--- config.mk ---
export PLATFORM = sky130hd
export DESIGN_NAME = spike_reset_scheduler
export DESIGN_NICKNAME = d
export VERILOG_FILES = /design/src/rtl/tinysnn_pkg.sv /design/src/rtl/spike_reset_scheduler_neuron_slot.sv /design/src/rtl/spike_reset_scheduler.sv
export SDC_FILE = /design/constraint.sdc
export NUM_CORES = 1
export LEC_CHECK = 0
export ABC_AREA = 0
export CAP_MARGIN = 20
export CORE_MARGIN = 8
export CORE_UTILIZATION = 55
export CTS_CLUSTER_DIAMETER = 30
export CTS_CLUSTER_SIZE = 8
export DETAILED_ROUTE_END_ITERATION = 8
export PLACE_DENSITY = 0.84
export SLEW_MARGIN = 5
export SYNTH_ARGS = -nofsm -noshare
export SYNTH_HDL_FRONTEND = slang
export SYNTH_HIERARCHICAL = 1
export SYNTH_SLANG_ARGS = --single-unit
--- constraint.sdc ---
create_clock -name i_clk -period 5.6 [get_ports i_clk]
set_input_delay 1.12 -clock i_clk [delete_from_list [all_inputs] [get_ports i_clk]]
set_output_delay 1.12 -clock i_clk [all_outputs]
set_load 0.01 [all_outputs]
--- src/rtl/tinysnn_pkg.sv ---
// Shared constants and slot-state encoding for the spike reset scheduler.
package tinysnn_pkg;

  localparam int N_NEURON  = 8;
  localparam int ID_W      = 3;
  localparam int RST_DELAY = 5;

  // Refractory counter width covers the largest legal delay (15).
  localparam int CNT_W     = 4;

  // Drop counter width and its saturation ceiling.
  localparam int DROP_W    = 8;
  localparam int DROP_MAX  = 255;

  typedef enum logic [2:0] {
    S_IDLE,
    S_PEND,
    S_GRANT,
    S_REFR,
    S_CLR
  } slot_state_e;

endpackage

--- src/rtl/spike_reset_scheduler_neuron_slot.sv ---
// One neuron slot: event lifecycle FSM, refractory countdown and the
// registered active-low clear pulse for that neuron core.
module neuron_slot #(
  parameter int RST_DELAY = tinysnn_pkg::RST_DELAY
) (
  input  logic i_clk,
  input  logic i_rst,
  input  logic i_spike,
  input  logic i_grant,
  input  logic i_hs,
  output logic o_pend,
  output logic o_drop,
  output logic o_rst_n
);
  import tinysnn_pkg::*;

  localparam logic [CNT_W-1:0] CNT_LOAD = CNT_W'(RST_DELAY - 1);

  slot_state_e      state_q, state_d;
  logic [CNT_W-1:0] cnt_q, cnt_d;
  logic             rst_n_q, rst_n_d;

  // State, counter and clear-output registers; clear held low during reset.
  always_ff @(posedge i_clk) begin
    if (i_rst) begin
      state_q <= S_IDLE;
      cnt_q   <= '0;
      rst_n_q <= 1'b0;
    end else begin
      state_q <= state_d;
      cnt_q   <= cnt_d;
      rst_n_q <= rst_n_d;
    end
  end

  // Next-state: spike -> pending -> granted -> refractory countdown -> clear.
  always_comb begin
    state_d = state_q;
    cnt_d   = cnt_q;
    case (state_q)
      S_IDLE:  if (i_spike) state_d = S_PEND;
      S_PEND:  if (i_grant) state_d = S_GRANT;
      S_GRANT: if (i_hs) begin
                 state_d = S_REFR;
                 cnt_d   = CNT_LOAD;
               end
      S_REFR:  if (cnt_q == '0) state_d = S_CLR;
               else             cnt_d   = cnt_q - 1'b1;
      S_CLR:   state_d = S_IDLE;
      default: state_d = S_IDLE;
    endcase
  end

  // Outputs: pending request, spike drop, and the clear level for the next cycle.
  always_comb begin
    o_pend  = (state_q == S_PEND);
    o_drop  = i_spike && (state_q != S_IDLE);
    rst_n_d = (state_d != S_CLR);
  end

  assign o_rst_n = rst_n_q;

endmodule

--- src/rtl/spike_reset_scheduler.sv ---
// Spike reset scheduler: per-neuron slots, a round-robin arbiter feeding a
// single registered event port, and a saturating dropped-spike counter.
module spike_reset_scheduler #(
  parameter int N_NEURON  = tinysnn_pkg::N_NEURON,
  parameter int ID_W      = tinysnn_pkg::ID_W,
  parameter int RST_DELAY = tinysnn_pkg::RST_DELAY
) (
  input  logic                i_clk,
  input  logic                i_rst,
  input  logic [N_NEURON-1:0] i_spike,
  output logic                o_evt_valid,
  output logic [ID_W-1:0]     o_evt_id,
  input  logic                i_evt_ready,
  output logic [N_NEURON-1:0] o_neuron_rst_n,
  output logic [7:0]          o_drop_cnt
);
  import tinysnn_pkg::*;

  logic                evt_valid_q, evt_valid_d;
  logic [ID_W-1:0]     evt_id_q, evt_id_d;
  logic [ID_W-1:0]     last_q, last_d;
  logic [DROP_W-1:0]   drop_cnt_q, drop_cnt_d;

  logic [N_NEURON-1:0] pend_vec, drop_vec, grant_vec, hs_vec;
  logic                hs, load_en, found;
  logic [ID_W-1:0]     sel, cand;

  function automatic logic [DROP_W-1:0] sat_add(input logic [DROP_W-1:0] base,
                                                input logic [N_NEURON-1:0] inc);
    int sum;
    sum = int'(base);
    for (int k = 0; k < N_NEURON; k++) begin
      if (inc[k]) sum = sum + 1;
    end
    return (sum > DROP_MAX) ? DROP_W'(DROP_MAX) : DROP_W'(sum);
  endfunction

  assign hs      = evt_valid_q & i_evt_ready;
  assign load_en = ~evt_valid_q | hs;

  for (genvar k = 0; k < N_NEURON; k++) begin : g_slot
    assign hs_vec[k] = hs && (evt_id_q == ID_W'(k));

    neuron_slot #(
      .RST_DELAY (RST_DELAY)
    ) u_slot (
      .i_clk   (i_clk),
      .i_rst   (i_rst),
      .i_spike (i_spike[k]),
      .i_grant (grant_vec[k]),
      .i_hs    (hs_vec[k]),
      .o_pend  (pend_vec[k]),
      .o_drop  (drop_vec[k]),
      .o_rst_n (o_neuron_rst_n[k])
    );
  end

  // Round-robin pick starting after the last grant; loads only when the port frees up.
  always_comb begin
    found       = 1'b0;
    sel         = '0;
    cand        = '0;
    grant_vec   = '0;
    evt_valid_d = evt_valid_q;
    evt_id_d    = evt_id_q;
    last_d      = last_q;
    for (int i = 1; i <= N_NEURON; i++) begin
      cand = ID_W'((int'(last_q) + i) % N_NEURON);
      if (!found && pend_vec[cand]) begin
        found = 1'b1;
        sel   = cand;
      end
    end
    if (load_en) begin
      evt_valid_d = found;
      if (found) begin
        evt_id_d       = sel;
        last_d         = sel;
        grant_vec[sel] = 1'b1;
      end
    end
  end

  // Dropped spikes accumulate without wrapping.
  always_comb begin
    drop_cnt_d = sat_add(drop_cnt_q, drop_vec);
  end

  // Event port, round-robin pointer and drop counter registers.
  always_ff @(posedge i_clk) begin
    if (i_rst) begin
      evt_valid_q <= 1'b0;
      evt_id_q    <= '0;
      last_q      <= ID_W'(N_NEURON - 1);
      drop_cnt_q  <= '0;
    end else begin
      evt_valid_q <= evt_valid_d;
      evt_id_q    <= evt_id_d;
      last_q      <= last_d;
      drop_cnt_q  <= drop_cnt_d;
    end
  end

  assign o_evt_valid = evt_valid_q;
  assign o_evt_id    = evt_id_q;
  assign o_drop_cnt  = drop_cnt_q;

endmodule

### Word-level counts from Yosys, hierarchy flattened

Cells that the tools add are included.

* bits of input ports: 11
* register bits: 79
* output and inout bits: 20
* logic and storage cells: 303

* magnitude comparators: 11
* muxes and demuxes: 109
* bitwise operators: 3
* $add $sub $neg: 24
* equal/unequal tests: 55
* reduce and logical (&&, ||, !) cells: 73

Operators by type and width (number)
* 32-bit by 2-bit adder with 32-bit output, second input constant: 7
* 32-bit 2-to-1 mux: 7
* 3-bit 2-to-1 mux: 40
* 3-bit one-hot mux with 4 select lines: 8
* 4-bit 2-to-1 mux: 16
* 4-bit one-hot mux with 2 select lines: 8
* 3-bit by 2-bit equality test with 1-bit output, second input constant: 18
* 3-bit by 4-bit less-than comparator with 1-bit output, second input constant: 9
* 32-bit by 9-bit > comparator with 1-bit output, second input constant: 1
* 4-bit logical NOT: 8
* 4-bit by 1-bit subtractor with 4-bit output, second input constant: 8
* 3-bit by 1-bit equality test with 1-bit output, second input constant: 9
* 3-bit logical NOT: 9
* 1-bit binary-select mux with 3-bit select: 8
* 1-bit logical AND: 24
* 8-bit 2-to-1 mux: 3
* 3-bit != test, second input constant: 8
* 3-bit AND reduction: 8
* 3-bit nonzero test: 8
* 1-bit 2-to-1 mux: 17
* 2-bit by 1-bit != test with 1-bit output, second input constant: 8
* 2-bit != test, second input constant: 8
* 2-bit nonzero test: 8
* 3-bit adder, second input constant: 4
* other kinds (12): 23

### Logic depth before layout (Yosys ltp)

Gate-level depths: netlist of run 1.

* depth in word-level cells: 34
* depth in mapped cells: 29
* depth with buffers taken out: 26

### By module

The synthesis of run 1 kept the hierarchy.

By module, submodules not included
* neuron_slot: area an instance 431.7 µm², instances 8, cells each 48
* spike_reset_scheduler: area an instance 2820.2 µm², instances 1, cells each 371

### Least setup slack after synthesis of run 1

Ideal clock, no wire load.

* kind: input -> register
* start point: input i_spike[0]
* end point: register drop_cnt_q[6] (netlist: o_drop_cnt[6])
* data arrival time: 5.772 ns
* library setup time: 0.132 ns
* path slack: -0.303 ns
* stages: 27
* cell sequence: o31a_1 buf_6 mux2_2 ha_1 or2b_1 o21ai_0 inv_1 ha_1 nand2_1 o21ai_0 ha_1 mux2i_1 inv_1 ha_1 nand2_1 o21ai_0 ha_1 a21oi_1 o31ai_1 ha_1 mux2_2 ha_1 nand3_1 nor2_1 a31o_2 o211ai_1 a21oi_1

* word-level cells in the longest chain between the ends: 18

Ends and longest elaborated chain
* start: declaration: RTL line spike_reset_scheduler.sv:10 `input logic [N_NEURON-1:0] i_spike,`
* 1-bit logical AND *: RTL line spike_reset_scheduler_neuron_slot.sv:57 `o_drop = i_spike && (state_q != S_IDLE);`
* 9-bit 2-to-1 mux *: RTL line spike_reset_scheduler.sv:33 `if (inc[k]) sum = sum + 1;`
* 32-bit by 2-bit adder with 32-bit output: RTL line spike_reset_scheduler.sv:33
* 32-bit 2-to-1 mux *: RTL line spike_reset_scheduler.sv:33
* 32-bit by 2-bit adder with 32-bit output: RTL line spike_reset_scheduler.sv:33
* 32-bit 2-to-1 mux *: RTL line spike_reset_scheduler.sv:33
* 32-bit by 2-bit adder with 32-bit output: RTL line spike_reset_scheduler.sv:33
* 32-bit 2-to-1 mux *: RTL line spike_reset_scheduler.sv:33
* [2 not listed]
* 32-bit by 2-bit adder with 32-bit output: RTL line spike_reset_scheduler.sv:33
* 32-bit 2-to-1 mux *: RTL line spike_reset_scheduler.sv:33
* 32-bit by 2-bit adder with 32-bit output: RTL line spike_reset_scheduler.sv:33
* 32-bit 2-to-1 mux *: RTL line spike_reset_scheduler.sv:33
* 32-bit by 2-bit adder with 32-bit output: RTL line spike_reset_scheduler.sv:33
* 32-bit 2-to-1 mux *: RTL line spike_reset_scheduler.sv:33
* 32-bit by 9-bit > comparator with 1-bit output: RTL line spike_reset_scheduler.sv:35 `return (sum > DROP_MAX) ? DROP_W'(DROP_MAX) : DROP_W'(sum);`
* 8-bit 2-to-1 mux *: RTL line spike_reset_scheduler.sv:35
* end signal: assignment: RTL line spike_reset_scheduler.sv:100 `drop_cnt_q <= drop_cnt_d;`
* end: declaration: RTL line spike_reset_scheduler.sv:22 `logic [DROP_W-1:0] drop_cnt_q, drop_cnt_d;`

Mark *: on every way between the ends. The rest lies on a longest branch, timed or not.
A chain may end at the register's enable or synchronous reset.

### Worst setup path after layout of run 1

* start point: input i_spike[0]
* end point: register drop_cnt_q[6] (netlist: o_drop_cnt[6])

* word-level cells in the longest chain between the ends: 18

Ends and longest elaborated chain
* 1-bit logical AND *: RTL line spike_reset_scheduler_neuron_slot.sv:57
* named net drop_vec[0]: RTL line spike_reset_scheduler.sv:24 `logic [N_NEURON-1:0] pend_vec, drop_vec, grant_vec, hs_vec;`
* 9-bit 2-to-1 mux *: RTL line spike_reset_scheduler.sv:33
* 32-bit by 2-bit adder with 32-bit output: RTL line spike_reset_scheduler.sv:33
* 32-bit 2-to-1 mux *: RTL line spike_reset_scheduler.sv:33
* 32-bit by 2-bit adder with 32-bit output: RTL line spike_reset_scheduler.sv:33
* 32-bit 2-to-1 mux *: RTL line spike_reset_scheduler.sv:33
* 32-bit by 2-bit adder with 32-bit output: RTL line spike_reset_scheduler.sv:33
* [3 not listed]
* 32-bit by 2-bit adder with 32-bit output: RTL line spike_reset_scheduler.sv:33
* 32-bit 2-to-1 mux *: RTL line spike_reset_scheduler.sv:33
* 32-bit by 2-bit adder with 32-bit output: RTL line spike_reset_scheduler.sv:33
* 32-bit 2-to-1 mux *: RTL line spike_reset_scheduler.sv:33
* 32-bit by 2-bit adder with 32-bit output: RTL line spike_reset_scheduler.sv:33
* 32-bit 2-to-1 mux *: RTL line spike_reset_scheduler.sv:33
* 32-bit by 9-bit > comparator with 1-bit output: RTL line spike_reset_scheduler.sv:35
* 8-bit 2-to-1 mux *: RTL line spike_reset_scheduler.sv:35

Mark *: on every way through the listed nets, which the timed path passes. The rest lies on a longest branch.

==> results of run 1 <==
## worst min path at each step
stage	end	slack, ns	startpoint
floorplan	g_slot[0].u_slot/cnt_q[1]	0.47	g_slot[0].u_slot/cnt_q[1]
global placement	g_slot[1].u_slot/cnt_q[1]	0.49	g_slot[1].u_slot/cnt_q[1]
detailed placement	g_slot[2].u_slot/cnt_q[1]	0.50	g_slot[2].u_slot/cnt_q[1]
CTS	g_slot[2].u_slot/cnt_q[1]	0.51	g_slot[2].u_slot/cnt_q[1]
global route	g_slot[4].u_slot/cnt_q[1]	0.53	g_slot[4].u_slot/cnt_q[1]
finish	g_slot[2].u_slot/cnt_q[1]	0.51	g_slot[2].u_slot/cnt_q[1]
## placed cells by master, fill, tap and decap left out, types with 5 or more instances in the layout
cell              n
o21ai_0          33
dfxtp_1          79
a211oi_1         12
nand4bb_2         8
or3_1            19
mux2i_1           7
a21o_1           11
and3b_1           9
nor3_1           39
or4_1             9
buf_4            49
xor2_1           16
nand2_1          58
nand3b_4          8
a21oi_1          44
o31a_1            9
o211ai_1         14
nor2_1           48
nand2_2           5
a2111oi_1         8
mux4_2            8
o2111ai_1         8
a21oi_2           6
o21a_1           10
o211a_1          11
nor3b_1          17
xnor2_1          23
inv_1            51
nand2b_1         21
ha_1             12
nand3_1           5
clkdlybuf4s50_1  28
ha_4              6
clkbuf_16         9
nand4bb_1         8
## state kept, by name, indices dropped and copies added, names as in the netlist
signal and cells:
g_slot.u_slot/state_q 24, o_evt_id 3, g_slot.u_slot/o_rst_n 8, o_drop_cnt 8, g_slot.u_slot/cnt_q 32, o_evt_valid 1, last_q 3
## report_power, final
| part | total, mW | leakage [nW] | internal (mW) | switching, mW |
|---|---|---|---|---|
| clock | 0.581 | 0.144 | 0.346 | 0.235 |
| sequential | 0.840 | 0.644 | 0.656 | 0.184 |
| combinational | 3.03 | 2.22 | 1.42 | 1.61 |
## what timing repair did
action / CTS / global route
hold buffers: 0 / 0
pin swaps: 8 / 16
endpoints found under the setup margin: 8 / 8
resized for setup: 13 / 19
gates cloned: 0 / 0
hold endpoints to repair: 0 / 0
setup buffers: 3 / 4
## layer usage
metal	routed length [µm]	share of wire, %
met1	6670	42
met3	864	5.4
met4	422	2.6
met5	0	0
met2	7970	50
## through the flow
step	hold WS, ns	area [µm²]	util [%]
global route	0.531	7550	67.0
CTS	0.506	7410	65.7
detailed placement	0.497	7040	62.4
finish	0.506	7550	67.0
global placement	0.489	7040	62.4
floorplan	0.471	6410	-
## critical path, cell delays in order
cell	delay (ns)
clkbuf_2	0.09
o31a_1	0.21
mux2_4	0.34
ha_4	0.21
or2b_1	0.25
o21ai_2	0.08
inv_2	0.06
ha_4	0.26
nand2_2	0.07
o21ai_4	0.11
ha_4	0.23
mux2i_4	0.14
inv_1	0.09
ha_4	0.27
nand2_2	0.05
o21ai_2	0.08
ha_1	0.21
nand2_1	0.10
or3_4	0.42
or3b_4	0.44
xor2_2	0.26
nand4_1	0.20
buf_4	0.19
o211ai_1	0.11
a21oi_2	0.08
## kinds of logic after synthesis
| group | count (synthesis) | share of synthesized area, % |
|---|---|---|
| xor gates and xnor gates | 50 | 7.92 |
| and+or+nand+nor | 292 | 28.7 |
| AOI/OAI and AO/OA | 211 | 23.9 |
| buffers and inverters | 85 | 5.88 |
| DFF | 79 | 25.2 |
| muxes | 20 | 4.87 |
| adders and majority gates | 18 | 3.59 |
## area by class of cell
type | instances | area, µm² | area share [%]
Sequential cell | 79 | 1580 | 21.0
Timing Repair Buffer | 80 | 669 | 8.87
Inverter | 53 | 200 | 2.65
Clock buffer | 11 | 233 | 3.08
Tap cell | 143 | 179 | 2.37
Clock inverter | 5 | 57.6 | 0.762
Multi-Input combinational cell | 591 | 4630 | 61.3
==> flow_metrics.env, run 1 <==
export IMPL_status="finished clean"
export IMPL_row_count=39
export IMPL_core_um2=11300
export IMPL_endpoint="o_drop_cnt[6]"
export IMPL_htree_num_levels=3
export IMPL_synth_common_cells="79 x dfxtp_1, 63 x nand2_1, 52 x inv_1"
export IMPL_drc=0
export IMPL_finalHoldViolCount=0
export IMPL_synth_seq_cells=79
export IMPL_synth_top_cell_area_share_pct=25.2
export IMPL_worst_setup_path_type="in2reg"
export IMPL_finalMaxSlewViolations=0
export IMPL_layout_setup_ws_ns=0.104
export IMPL_p_per_area_nw_per_um2=589
export IMPL_start_kind="input pin"
export IMPL_synth_cell_types=73
export IMPL_drtIter0Drc=506
export IMPL_drt_total_wl_um=15900
export IMPL_io_pins=31
export IMPL_r2r_end="o_drop_cnt[6]"
export IMPL_syn_to_final_growth_pct=20.3
export IMPL_clock_latency_ns=0.34
export IMPL_portBuffers=30
export IMPL_crit_required_ns=5.80
export IMPL_antenna_found_initial=0
export IMPL_synthArstFlopShare_pct=0
export IMPL_worstPathMaxFanout=3
export IMPL_fill_cells=828
export IMPL_synth_area_um2=6270
export IMPL_clkSinkCount=79
export IMPL_ys_flop_type="dfxtp_1"
export IMPL_grtUsageMet1_pct=24.0
export IMPL_cts_root_buf="clkbuf_16"
export IMPL_fmax_mhz=182
export IMPL_min_period_over_period_pct=98.1
export IMPL_r2r_cells=25
export IMPL_slew_headroom_pct=54.4
export IMPL_grtUsageMet3_pct=4.32
export IMPL_vias=6041
export IMPL_vdd_drop_max_v=0.000374
export IMPL_postRouteAntennaNets=0
export IMPL_num_antenna_cells=0
export IMPL_use_met2_pct=35.4
export IMPL_overflow=0
export IMPL_clk_pin_slew_ns=0.06
export IMPL_top_usage_layer="met2"
export IMPL_stdcell_count=962
export IMPL_worstMarginPinSlew_ns=0.680
export IMPL_p_leak_nw=3.01
export IMPL_dpl_hpwl_um=11200
export IMPL_synth_yosys_seq_area_share_pct=25.2
export IMPL_ys_warnings_count=6
export IMPL_place_congestion=0.952
export IMPL_numCtsBuffers=9
export IMPL_start_util_pct=55.7
export IMPL_grt_util_all_layers_pct=20.5
export IMPL_vias_per_cell=6.28
export IMPL_tritoncts="yes"
export IMPL_setup_viol=0
export IMPL_synth_largest_area_cell="dfxtp_1"
export IMPL_wl_per_cell_um=16.6
export IMPL_grt_max_degree=35
export IMPL_dieArea_um2=15100
export IMPL_worstPathArrival_ns=5.69
export IMPL_drt_first_pass_iters=8
export IMPL_ff2ff_setup_slack_ns=0.38
export IMPL_fin_setup_tns_ns=0
export IMPL_period_needed_ns=5.50
export IMPL_first_global_vias=5588
export IMPL_r2r_start="g_slot[0].u_slot/state_q[1]"
export IMPL_pre_cts_ws_ns=-0.788
export IMPL_synth_most_common_cell="dfxtp_1"
export IMPL_chipHeight_um=123
export IMPL_nets=843
export IMPL_drive_gt1_share_pct=17.9
export IMPL_synthTopCellsByArea="dfxtp_1 25%, a21oi_1 4.0%, nand2_1 3.8%, xnor2_1 3.6%, ha_1 3.6%"
export IMPL_power_mw=4.45
export IMPL_synth_fp_nets=784
export IMPL_avgSynthCellArea_um2=8.31
export IMPL_skew_ns=0.00808
export IMPL_cts_buffer_depth=2
export IMPL_synth_cells=755
export IMPL_die_width_um=123
export IMPL_dpl_cell_count=939
export IMPL_grt_pass1_wl_um=25500
export IMPL_maxCapViolCount=0
export IMPL_critPathCaptureType="flop"
export IMPL_critPathLaunch="i_spike[0]"
export IMPL_whs_path_depth=2
export IMPL_hold_class="reg2reg"
export IMPL_synth_edf_count=0
No activity file was read; power rests on OpenSTA's default activity.
==> inputs of run 2 (changes only) <==
--- a/config.mk
+++ b/config.mk
@@ -8,11 +8,11 @@
 export ABC_AREA = 0
 export CAP_MARGIN = 20
 export CORE_MARGIN = 8
-export CORE_UTILIZATION = 55
+export CORE_UTILIZATION = 56
 export CTS_CLUSTER_DIAMETER = 30
 export CTS_CLUSTER_SIZE = 8
 export DETAILED_ROUTE_END_ITERATION = 8
-export PLACE_DENSITY = 0.84
+export PLACE_DENSITY = 0.85
 export SLEW_MARGIN = 5
 export SYNTH_ARGS = -nofsm -noshare
 export SYNTH_HDL_FRONTEND = slang
==> flow_metrics.env, run 2 (synthesis gave the netlist of run 1 again) <==
export IMPL_status="finished clean"
export IMPL_critPathCaptureType="flop"
export IMPL_fill_cells=793
export IMPL_clock_latency_ns=0.37
export IMPL_worstHoldStart="g_slot[3].u_slot/cnt_q[1]"
export IMPL_r2r_start="g_slot[0].u_slot/state_q[1]"
export IMPL_io_pins=31
export IMPL_dieArea_um2=14800
export IMPL_fmax_mhz=180
export IMPL_place_congestion=0.923
export IMPL_power_mw=4.49
export IMPL_vias_per_cell=6.30
export IMPL_overflow=0
export IMPL_start_kind="input pin"
export IMPL_grt_max_degree=64
export IMPL_die_width_um=122
export IMPL_num_antenna_cells=0
export IMPL_reg_largest_list="g_slot.u_slot/cnt_q (32), g_slot.u_slot/state_q (24)"
export IMPL_skew_ns=0.00814
export IMPL_clock_power_share_pct=10.6
export IMPL_drc=0
export IMPL_start_util_pct=57.6
export IMPL_worstPathMaxFanout=7
export IMPL_hold_buffers=0
export IMPL_layout_commonest_cell="dfxtp_1"
export IMPL_worst_setup_path_type="in2reg"
export IMPL_finish_utilization_pct=69.3
export IMPL_finalMaxSlewViolations=0
export IMPL_cts_root_buf="clkbuf_8"
export IMPL_portBuffers=30
export IMPL_clk_pin_slew_ns=0.08
export IMPL_vias=6075
export IMPL_syn_to_final_growth_pct=20.2
export IMPL_vdd_drop_max_v=0.000280
export IMPL_hold_class="reg2reg"
export IMPL_wl_per_cell_um=16.7
export IMPL_slew_headroom_pct=51.7
export IMPL_min_period_over_period_pct=99.1
export IMPL_core_um2=10900
export IMPL_layout_setup_ws_ns=0.0496
export IMPL_first_global_vias=5649
export IMPL_largest_register_ffs=32
export IMPL_drive_gt1_share_pct=18.8
export IMPL_drt_total_wl_um=16100
export IMPL_r2r_cells=25
export IMPL_tritoncts="yes"
export IMPL_pwr_share_seq_pct=18.3
export IMPL_htree_num_levels=3
export IMPL_numCtsBuffers=9
export IMPL_clkSinkCount=79
export IMPL_postRouteAntennaNets=0
export IMPL_p_comb_share_pct=71.1
export IMPL_grt_pass1_wl_um=25500
export IMPL_swShare_pct=46.0
export IMPL_intPower_mw=2.42
export IMPL_worstPathArrival_ns=5.84
export IMPL_regMostFlops="g_slot.u_slot/cnt_q"
export IMPL_final_cell_mix="79 x dfxtp_1, 59 x nand2_1, 51 x inv_1, 51 x buf_4, 48 x nor2_1"
export IMPL_nets=848
export IMPL_r2r_end="o_drop_cnt[1]"
export IMPL_row_count=38
export IMPL_period_needed_ns=5.55
export IMPL_cts_buffer_depth=2
export IMPL_antenna_found_initial=0
export IMPL_p_leak_nw=3.03
export IMPL_critPathLaunch="i_spike[1]"
export IMPL_grt_util_all_layers_pct=20.6
export IMPL_chipHeight_um=122
export IMPL_dpl_hpwl_um=11000
export IMPL_ff2ff_setup_slack_ns=0.36
export IMPL_p_sw_mw=2.07
export IMPL_p_per_area_nw_per_um2=595
export IMPL_worstMarginPinSlew_ns=0.724
export IMPL_drtIter0Drc=419
export IMPL_whs_path_depth=2
export IMPL_finalHoldViolCount=0
export IMPL_hold_path_end="g_slot[3].u_slot/cnt_q[1]"
export IMPL_maxCapViolCount=0
export IMPL_crit_required_ns=5.89
export IMPL_setup_viol=0
export IMPL_drt_first_pass_iters=5
export IMPL_pre_cts_ws_ns=-0.683
-- run 2: per-layer routing --
layer  vias up  global-route usage, %  part of all wire (%)
met3        32                   3.24                   5.7
met1      2893                   24.4                    41
met5         -                      0                     0
met4         0                   9.95                   2.3
li1       2916                      -                     -
met2       234                   35.6                    51
-- run 2: what timing repair did --
item                                    4_1_cts  5_1_grt
resized for setup                            18       19
setup buffers                                 4        7
pin swaps                                     8       22
endpoints found under the setup margin        8        8
cloned                                        0        0
-- run 2: cell type report --
cell class | count | area [µm²] | share of cell area (%)
timing repair buffer | 85 | 718 | 9.52
tap | 140 | 175 | 2.32
inverter | 53 | 200 | 2.65
multi-input combinational | 591 | 4640 | 61.5
sequential | 79 | 1580 | 21.0
clock buffer | 13 | 179 | 2.37
clock inverter | 3 | 47.5 | 0.630
-- run 2: power groups by stage --
stage               clock network, mW  registers, mW  logic (mW)
floorplan                           0          0.728        2.09
global placement                    0          0.817        2.62
detailed placement                  0          0.827        2.72
CTS                             0.483          0.817        2.95
global route                    0.506          0.839        3.47
finish                          0.478          0.819        3.19
-- run 2: worst max-delay path by stage --
stage / endpoint / slack (ns) / cells past startpoint
5_1_grt: o_drop_cnt[2] / -0.1 / 19
6_report: o_drop_cnt[1] / 0.05 / 19
3_5_place_dp: o_drop_cnt[2] / -0.68 / 25
4_1_cts: o_drop_cnt[2] / 0.04 / 27
2_1_floorplan: o_drop_cnt[6] / -0.07 / 27
3_3_place_gp: o_drop_cnt[6] / -0.50 / 28
-- run 2: stage by stage --
stage / area, µm² / instances / setup TNS [ns] / hold slack, ns
final: 7540 / 964 / 0 / 0.507
after global routing: 7540 / 964 / -0.652 / 0.532
after CTS: 7400 / 959 / 0 / 0.511
after detailed placement: 7060 / 939 / -5.25 / 0.500
after global placement: 7060 / 939 / -3.87 / 0.489
after floorplan: 6410 / 755 / -0.431 / 0.471
-- run 2: worst max-delay path, cell delays in order --
cell	delay (ns)
clkdlybuf4s50_1	0.49
o31a_1	0.22
xnor3_2	0.46
buf_4	0.17
xnor2_1	0.30
buf_4	0.21
xor2_1	0.30
ha_4	0.19
nand2_2	0.07
xnor2_2	0.19
xnor3_2	0.34
buf_6	0.15
nand3b_1	0.22
xor2_2	0.31
nand2_1	0.14
or4_4	0.46
o32ai_4	0.14
o21ba_4	0.23
a21oi_1	0.13
==> inputs of run 3 (changes only) <==
--- a/config.mk
+++ b/config.mk
@@ -8,11 +8,11 @@
 export ABC_AREA = 0
 export CAP_MARGIN = 20
 export CORE_MARGIN = 8
-export CORE_UTILIZATION = 56
+export CORE_UTILIZATION = 60
 export CTS_CLUSTER_DIAMETER = 30
 export CTS_CLUSTER_SIZE = 8
 export DETAILED_ROUTE_END_ITERATION = 8
-export PLACE_DENSITY = 0.85
+export PLACE_DENSITY = 0.87
 export SLEW_MARGIN = 5
 export SYNTH_ARGS = -nofsm -noshare
 export SYNTH_HDL_FRONTEND = slang
==> constraint.sdc (replaced) <==
create_clock -name i_clk -period 5.7 [get_ports i_clk]
set_input_delay 1.14 -clock i_clk [delete_from_list [all_inputs] [get_ports i_clk]]
set_output_delay 1.14 -clock i_clk [all_outputs]
set_load 0.01 [all_outputs]
==> flow_metrics.env, run 3 (synthesis gave the netlist of run 1 again) <==
export IMPL_crit_family="adder cells"
export IMPL_slew_headroom_pct=52.8
export IMPL_io_pins=31
export IMPL_nets=841
export IMPL_dieArea_um2=14000
export IMPL_clk_pin_slew_ns=0.08
export IMPL_status="finished clean"
export IMPL_first_global_vias=5785
export IMPL_grt_pass1_wl_um=25600
export IMPL_wl_per_cell_um=15.9
export IMPL_fin_setup_tns_ns=0
export IMPL_vias_per_cell=6.24
export IMPL_route_met3_wl_um=800
export IMPL_min_period_over_period_pct=96.4
export IMPL_worstMarginPinSlew_ns=0.704
export IMPL_syn_to_final_growth_pct=16.8
export IMPL_num_antenna_cells=0
export IMPL_clkSinkCount=79
export IMPL_top_layer_used="met4"
export IMPL_path_cells="clkdlybuf4s50_1 -> o31a_1 -> xnor3_2 -> buf_4 -> xnor2_1 -> ha_4 -> mux2i_2 -> inv_1 -> ha_1 -> nand2_1 -> o21ai_1 -> ha_1 -> a21oi_2 -> o31ai_2 -> ha_2 -> nand2_2 -> xnor2_2 -> buf_4 -> nand3_4 -> nor2_4 -> nand4_1 -> o21ba_4 -> a21oi_2"
export IMPL_skew_ns=0.00669
export IMPL_row_count=37
export IMPL_overflow=0
export IMPL_setup_viol=0
export IMPL_critPathCaptureType="flop"
export IMPL_start_kind="input pin"
export IMPL_power_mw=3.99
export IMPL_max_stage_delay_ns=0.50
export IMPL_grt_util_all_layers_pct=21.1
export IMPL_finish_utilization_pct=71.6
export IMPL_r2r_end="o_drop_cnt[6]"
export IMPL_worstPathMaxFanout=7
export IMPL_holdWs_ns=0.514
export IMPL_timing_critical_path_buf_inv=4
export IMPL_worst_setup_path_type="in2reg"
export IMPL_vdd_drop_max_v=0.000366
export IMPL_pre_cts_ws_ns=-0.649
export IMPL_core_um2=10200
export IMPL_regMostFlops="g_slot.u_slot/cnt_q"
export IMPL_worstPathArrival_ns=5.78
export IMPL_wl_met2_um=7720
export IMPL_largest_register_ffs=32
export IMPL_hold_buffers=0
export IMPL_layout_commonest_cell="dfxtp_1"
export IMPL_htree_num_levels=3
export IMPL_antenna_found_initial=0
export IMPL_crit_required_ns=5.99
export IMPL_cts_root_buf="clkbuf_8"
export IMPL_start_util_pct=61.3
export IMPL_chipHeight_um=118
export IMPL_clock_latency_ns=0.36
export IMPL_tritoncts="yes"
export IMPL_fmax_mhz=182
export IMPL_cts_buffer_depth=2
export IMPL_postRouteAntennaNets=0
export IMPL_slowest_stage="clkdlybuf4s50_1"
export IMPL_drt_total_wl_um=15200
export IMPL_reg_largest_list="g_slot.u_slot/cnt_q (32), g_slot.u_slot/state_q (24)"
export IMPL_numCtsBuffers=9
export IMPL_place_area_um2=6990
export IMPL_portBuffers=30
export IMPL_drive_gt1_share_pct=17.3
export IMPL_wl_met1_um=6330
export IMPL_final_cell_mix="79 x dfxtp_1, 60 x nand2_1, 51 x inv_1"
export IMPL_hold_class="reg2reg"
export IMPL_vias=5943
export IMPL_place_congestion=0.931
export IMPL_worstHoldStart="g_slot[1].u_slot/cnt_q[1]"
export IMPL_finalHoldViolCount=0
export IMPL_dpl_cell_count=931
export IMPL_final_area_um2=7330
export IMPL_drtIter0Drc=437
export IMPL_r2r_start="g_slot[0].u_slot/state_q[1]"
export IMPL_p_per_area_nw_per_um2=545
export IMPL_p_leak_nw=2.92
export IMPL_ff2ff_setup_slack_ns=0.49
export IMPL_stdcell_count=953
export IMPL_period_needed_ns=5.49
export IMPL_r2r_cells=28
export IMPL_hold_path_end="g_slot[1].u_slot/cnt_q[1]"
export IMPL_dpl_hpwl_um=11200
export IMPL_drt_first_pass_iters=7
export IMPL_grt_max_degree=41
export IMPL_drc=0
export IMPL_layout_setup_ws_ns=0.208
export IMPL_maxCapViolCount=0
export IMPL_whs_path_depth=2
export IMPL_finalMaxSlewViolations=0
export IMPL_die_width_um=118
run 3: cell type report:
cell class / instances / area, µm²
repair buffers: 78 / 654
multi-input cells: 591 / 4550
clock buffers: 11 / 141
flip-flops and latches: 79 / 1580
clock inverters: 5 / 32.5
well taps: 136 / 170
inverters: 53 / 200
fillers: 758 / 2900
run 3: routing by layer:
layer  vias to the layer above  global-route usage [%]
met4                         0                    8.89
met5                         -                       0
met3                        29                    4.14
met1                      2833                    23.8
met2                       177                    38.1
li1                       2904                       -
run 3: timing repair:
action	4_1_cts	5_1_grt
resized for setup	10	18
setup buffers	3	3
endpoints found under the setup margin	8	8
pin swaps	6	15
run 3: worst register-to-register path: cells and delay by family (launching register included):
kind | cells | cell delay (ns)
adder cells (fa/ha/maj) | 6 | 1.54
flip-flops | 1 | 0.41
AO/OA/AOI/OAI | 8 | 1.32
XOR/XNOR | 2 | 0.33
multiplexers | 1 | 0.16
buffers and inverters | 4 | 0.42
AND/OR/NAND/NOR | 7 | 0.96
run 3: worst max path at each step:
stage | startpoint | depth (start not counted) | end | slack, ns
after floorplan | i_spike[0] | 27 | o_drop_cnt[6] | -0.009
after global placement | i_spike[0] | 24 | o_drop_cnt[6] | -0.41
after detailed placement | i_spike[0] | 28 | o_drop_cnt[7] | -0.65
after CTS | i_spike[0] | 27 | o_drop_cnt[7] | 0.09
after global routing | i_spike[1] | 19 | o_drop_cnt[6] | -0.04
final | i_spike[1] | 23 | o_drop_cnt[6] | 0.21
run 3: report_power, final:
group          total, mW  internal (mW)  switching (mW)  leakage, nW
Clock              0.377          0.170           0.207       0.0935
Sequential         0.823          0.643           0.180        0.644
Combinational       2.79           1.31            1.48         2.18
